===== config.mk =====
export PLATFORM = sky130hd
export DESIGN_NAME = keypad_row_debouncer
export DESIGN_NICKNAME = d
export VERILOG_FILES = /design/src/rtl/keypad_pkg.sv /design/src/rtl/sync_2ff.sv /design/src/rtl/keypad_row_debouncer.sv
export SDC_FILE = /design/constraint.sdc
export NUM_CORES = 1
export LEC_CHECK = 0
export CORE_MARGIN = 3
export CORE_UTILIZATION = 50
export CTS_BUF_LIST = sky130_fd_sc_hd__clkbuf_2
export CTS_CLUSTER_DIAMETER = 120
export DETAILED_ROUTE_END_ITERATION = 7
export HOLD_SLACK_MARGIN = 0.12
export PLACE_DENSITY = 0.79
export SLEW_MARGIN = 20
export SYNTH_ARGS = -nofsm -noshare
export SYNTH_HDL_FRONTEND = slang
export SYNTH_HIERARCHICAL = 1
export SYNTH_SLANG_ARGS = --single-unit

===== constraint.sdc =====
create_clock -name clk -period 2.2 [get_ports clk]
set_clock_uncertainty 0.2 [all_clocks]
set_input_delay 0.44 -clock clk [delete_from_list [all_inputs] [get_ports clk]]
set_output_delay 0.44 -clock clk [all_outputs]
set_load 0.005 [all_outputs]

===== src/rtl/keypad_pkg.sv =====
// Shared keypad types and default row-bus constants, common to the debouncer and the keypad encoder.
package keypad_pkg;

  localparam int unsigned KP_ROW_WIDTH = 4;
  localparam logic [KP_ROW_WIDTH-1:0] KP_IDLE_CODE = '0;

  typedef enum logic [1:0] {
    S_IDLE,
    S_CHECK_PRESS,
    S_PRESSED,
    S_CHECK_RELEASE
  } kp_state_e;

endpackage


===== src/rtl/sync_2ff.sv =====
// Two-flop synchroniser for an asynchronous multi-bit input bus.
// Both stages reset to IDLE_CODE, so the bus reads as idle out of reset.
module sync_2ff
  import keypad_pkg::*;
#(
  parameter int unsigned WIDTH = KP_ROW_WIDTH,
  parameter logic [WIDTH-1:0] IDLE_CODE = '0
) (
  input  logic             clk,
  input  logic             rst,
  input  logic [WIDTH-1:0] d_i,
  output logic [WIDTH-1:0] q_o
);

  logic [WIDTH-1:0] meta_q;
  logic [WIDTH-1:0] sync_q;

  always_ff @(posedge clk or posedge rst) begin
    if (rst) begin
      meta_q <= IDLE_CODE;
      sync_q <= IDLE_CODE;
    end else begin
      meta_q <= d_i;
      sync_q <= meta_q;
    end
  end

  assign q_o = sync_q;

endmodule


===== src/rtl/keypad_row_debouncer.sv =====
// Keypad row debouncer: synchronises the row bus, then accepts a new code only after
// STABLE_SAMPLES identical samples, emitting one-cycle press/release strobes.
module keypad_row_debouncer
  import keypad_pkg::*;
#(
  parameter int unsigned WIDTH          = KP_ROW_WIDTH,
  parameter int unsigned STABLE_SAMPLES = 4,
  parameter int unsigned SAMPLE_DIV     = 1,
  parameter logic [WIDTH-1:0] IDLE_CODE = '0
) (
  input  logic             clk,
  input  logic             rst,
  input  logic [WIDTH-1:0] filas_in,
  output logic [WIDTH-1:0] filas_stable,
  output logic             enable,
  output logic             press_pulse,
  output logic             release_pulse
);

  localparam int unsigned CW = $clog2(STABLE_SAMPLES + 1);
  localparam int unsigned PW = (SAMPLE_DIV > 1) ? $clog2(SAMPLE_DIV) : 1;
  localparam logic [CW-1:0] COMMIT_AT = CW'(STABLE_SAMPLES - 1);
  localparam logic [CW-1:0] COUNT_MAX = CW'(STABLE_SAMPLES);
  localparam logic [PW-1:0] PRE_LAST  = PW'(SAMPLE_DIV - 1);

  logic [WIDTH-1:0] sample_c;
  logic             tick_c;
  logic [CW-1:0]    count_inc_c;

  kp_state_e        state_q, state_d;
  logic [PW-1:0]    pre_q, pre_d;
  logic [CW-1:0]    count_q, count_d;
  logic [WIDTH-1:0] cand_q, cand_d;
  logic [WIDTH-1:0] stable_q, stable_d;
  logic             enable_q, enable_d;
  logic             press_q, press_d;
  logic             release_q, release_d;

  sync_2ff #(
    .WIDTH     (WIDTH),
    .IDLE_CODE (IDLE_CODE)
  ) u_sync (
    .clk (clk),
    .rst (rst),
    .d_i (filas_in),
    .q_o (sample_c)
  );

  // With SAMPLE_DIV = 1 the prescaler is pinned at 0 and every cycle is a tick.
  assign tick_c      = (pre_q == PRE_LAST);
  assign pre_d       = tick_c ? '0 : pre_q + PW'(1);
  assign count_inc_c = (count_q == COUNT_MAX) ? count_q : count_q + CW'(1);

  always_comb begin
    state_d   = state_q;
    cand_d    = cand_q;
    count_d   = count_q;
    stable_d  = stable_q;
    press_d   = 1'b0;
    release_d = 1'b0;
    if (tick_c) begin
      case (state_q)
        S_IDLE: begin
          if (sample_c != IDLE_CODE) begin
            state_d = S_CHECK_PRESS;
            cand_d  = sample_c;
            count_d = CW'(1);
          end
        end
        S_CHECK_PRESS: begin
          if (sample_c == IDLE_CODE) begin
            state_d = S_IDLE;
            count_d = '0;
          end else if (sample_c != cand_q) begin
            cand_d  = sample_c;
            count_d = CW'(1);
          end else if (count_q == COMMIT_AT) begin
            stable_d = cand_q;
            press_d  = 1'b1;
            state_d  = S_PRESSED;
          end else begin
            count_d = count_inc_c;
          end
        end
        S_PRESSED: begin
          if (sample_c != stable_q) begin
            state_d = S_CHECK_RELEASE;
            cand_d  = sample_c;
            count_d = CW'(1);
          end
        end
        S_CHECK_RELEASE: begin
          if (sample_c == stable_q) begin
            state_d = S_PRESSED;
            count_d = '0;
          end else if (sample_c != cand_q) begin
            cand_d  = sample_c;
            count_d = CW'(1);
          end else if (count_q == COMMIT_AT) begin
            // A direct key change releases the old code and presses the new one together.
            stable_d  = cand_q;
            release_d = 1'b1;
            press_d   = (cand_q != IDLE_CODE);
            state_d   = (cand_q == IDLE_CODE) ? S_IDLE : S_PRESSED;
          end else begin
            count_d = count_inc_c;
          end
        end
        default: state_d = S_IDLE;
      endcase
    end
    enable_d = (state_d == S_IDLE) || (state_d == S_PRESSED);
  end

  always_ff @(posedge clk or posedge rst) begin
    if (rst) begin
      state_q   <= S_IDLE;
      pre_q     <= '0;
      count_q   <= '0;
      cand_q    <= IDLE_CODE;
      stable_q  <= IDLE_CODE;
      enable_q  <= 1'b0;
      press_q   <= 1'b0;
      release_q <= 1'b0;
    end else begin
      state_q   <= state_d;
      pre_q     <= pre_d;
      count_q   <= count_d;
      cand_q    <= cand_d;
      stable_q  <= stable_d;
      enable_q  <= enable_d;
      press_q   <= press_d;
      release_q <= release_d;
    end
  end

  assign filas_stable  = stable_q;
  assign enable        = enable_q;
  assign press_pulse   = press_q;
  assign release_pulse = release_q;

endmodule


==> reports/results.ini <==
[critical_path]
critPathArrivalTime_ns = 2.15
cp_data_required_time_ns = 2.24
worst-path-max-fanout = 4
rrSetupSlack_ns = 0.09
setup.worst_path.end_class = flop
startpoint_type = flop
criticalPathCategory = flop to flop

[clock_network]
cts_buffer_depth = 2
cts_tree = built
post_cts_buffers = 0
htreeDepth = 1
cts-buffers-inserted = 3
clk_latency_ns = 0.32
ctsRootBufferMaster = clkbuf_2
path_clk_slew_ns = 0.21
cts-resized-gates = 0
cts.sinks = 24
ctsHoldBuffers = 0

[global_routing]
track_usage_pct = 16.8
grt_pass1_wl_mm = 3.19
antenna_found_initial = 0
grt_max_degree = 17
grt_overflow = 0
grt_pass1_vias = 715

[timing]
period_share_pct = 95.7
min_period_ns = 2.11
tns_ns = 0
slew_violations = 0
hold_viol_final = 0
tightest_slew_ns = 0.612
finalSetupViolations = 0
rsz0062_at_grt = no
timing.fmax_mhz = 475
worst_slew_margin_rel_pct = 59.2

[detailed_routing]
vias = 674
drc_errors = 0
routedWlPerCell_um = 14.0
drtAntennaViolNets = 0
drt_iter0_drc = 11
wl_mm = 1.78
drt_pass1_iterations = 5
via_per_inst = 5.31

[final_layout]
drive_gt1_share_pct = 22.5
syn_to_final_growth_pct = 22.1
n_fill_cell = 136
num_antenna_cells = 0
post-route-cell-area_um2 = 1280
fin_nets = 112

[run_status]
status = finished, final reports clean

[place]
hpwl_mm = 1.43
place.gp.congestion = 0.705
port_buffers = 12
dpl_cell_area_um2 = 1240

[floorplan]
dieArea_um2 = 2690
die_w_um = 51.8
die_h_um = 51.8
core_um2 = 1860
start_util_pct = 56.6
fp-row-count = 15
io_pins = 13

[yosys]
synthesis.nets = 90
synth_ff_type = dfrtp_1
synth_cells = 81
synthArstFlopShare_pct = 100
netlist_area_um2 = 1050
synth-edff-count = 0
ys_seq_elements = 24
avgSynthCellArea_um2 = 13.0
synth_cell_type_count = 27
ys_seq_area_share_pct = 57.1
yosysWarnings = 6

[power_and_ir_drop]
vdd_drop_max_mv = 0.518
powerDensity_nw_per_um2 = 711
leakage_nw = 0.605
total_power_uw = 913

[worst_hold_path]
hold_path.class = input pin to asynchronous set/reset pin

[run]
maxCapViolCount = 0

[Yosys cell counts (2+ instances only)]
library cell	count	area [µm²]
dfrtp_1	24	601
inv_1	8	30.0
mux2_2	5	56.3
nand4_1	5	31.3
xnor2_1	5	43.8
mux2_4	4	60.1
ha_1	3	37.5
nand3_1	3	15.0
xor2_1	3	26.3
a21oi_1	2	10.0
nand2_1	2	7.51
o21ai_0	2	10.0
[logic make-up (layout without fill, tap and decap cells)]
kind of cell | count (synthesis) | after routing | share of synthesized area, %
DFF | 24 | 24 | 57.1
and+or+nand+nor | 18 | 18 | 10.5
buffers and inverters | 10 | 31 | 4.40
AOI/OAI and AO/OA | 9 | 9 | 6.67
muxes | 9 | 9 | 11.1
xor gates and xnor gates | 8 | 8 | 6.67
adders and majority gates | 3 | 3 | 3.57
[critical path: stages, from the launching register on]
cell	delay, ns
dfrtp_1	0.43
or4_4	0.54
mux2_4	0.29
nand3_1	0.20
mux2_2	0.37
[power breakdown]
part	internal (mW)	switching, mW	total (mW)	leakage [nW]
Combinational	0.0781	0.0527	0.131	0.282
Clock	0.157	0.125	0.281	0.0266
Sequential	0.471	0.0295	0.500	0.297
[routing by layer]
layer  GRT usage, %  routed length [µm]
met1           20.1                 740
met2           29.3                 960
met3           3.44                  64
met4           6.55                  17
met5              0                   0
[cell type report]
cell class	instances	area (µm²)	area share [%]
sequential	24	601	46.8
multi-input combinational	47	404	31.5
timing repair buffer	19	173	13.5
tap	25	31.3	2.44
clock inverter	1	30.0	2.34
inverter	8	30.0	2.34
clock buffer	3	15.0	1.17
[registers in the layout, indices dropped and copies added, names as in the netlist]
| name | flops |
|---|---|
| cand_q | 4 |
| filas_stable | 4 |
| u_sync/meta_q | 4 |
| u_sync/q_o | 4 |
| count_q | 3 |
| state_q | 2 |
| enable | 1 |
| press_pulse | 1 |
| release_pulse | 1 |
[worst paths after layout]
| kind | depth (start not counted) | endpoint | from |
|---|---|---|---|
| hold / removal | 2 | u_sync/q_o[3] | rst |
| min in group clk | 0 | u_sync/q_o[3] | u_sync/meta_q[3] |
| max in group asynchronous | 2 | count_q[0] | rst |
| setup / recovery | 4 | filas_stable[2] | u_sync/q_o[3] |
| hold reg to reg | 0 | u_sync/q_o[3] | u_sync/meta_q[3] |
| setup reg to reg | 4 | filas_stable[2] | u_sync/q_o[3] |
[metrics by stage]
stage | hold slack (ns) | setup WS, ns | cells | utilization, %
CTS | 0.147 | 0.0645 | 127 | 69.1
global placement | 0.132 | 0.154 | 123 | 66.7
finish | 0.152 | 0.0938 | 127 | 69.1
detailed placement | 0.137 | 0.0963 | 123 | 66.7
global route | 0.129 | 0.0408 | 127 | 69.1
floorplan | 0.0557 | 0.144 | 81 | -
[layout by cell type (no fill, tap or decap), types with 3 or more instances in the layout]
cell type        instances
mux2_2                   5
nand3_1                  3
xor2_1                   3
clkdlybuf4s50_1         12
nand4_1                  5
dfrtp_1                 24
inv_1                    8
clkbuf_2                 3
mux2_4                   4
buf_4                    7
ha_1                     3
xnor2_1                  5
No activity file was read; power rests on OpenSTA's default activity.
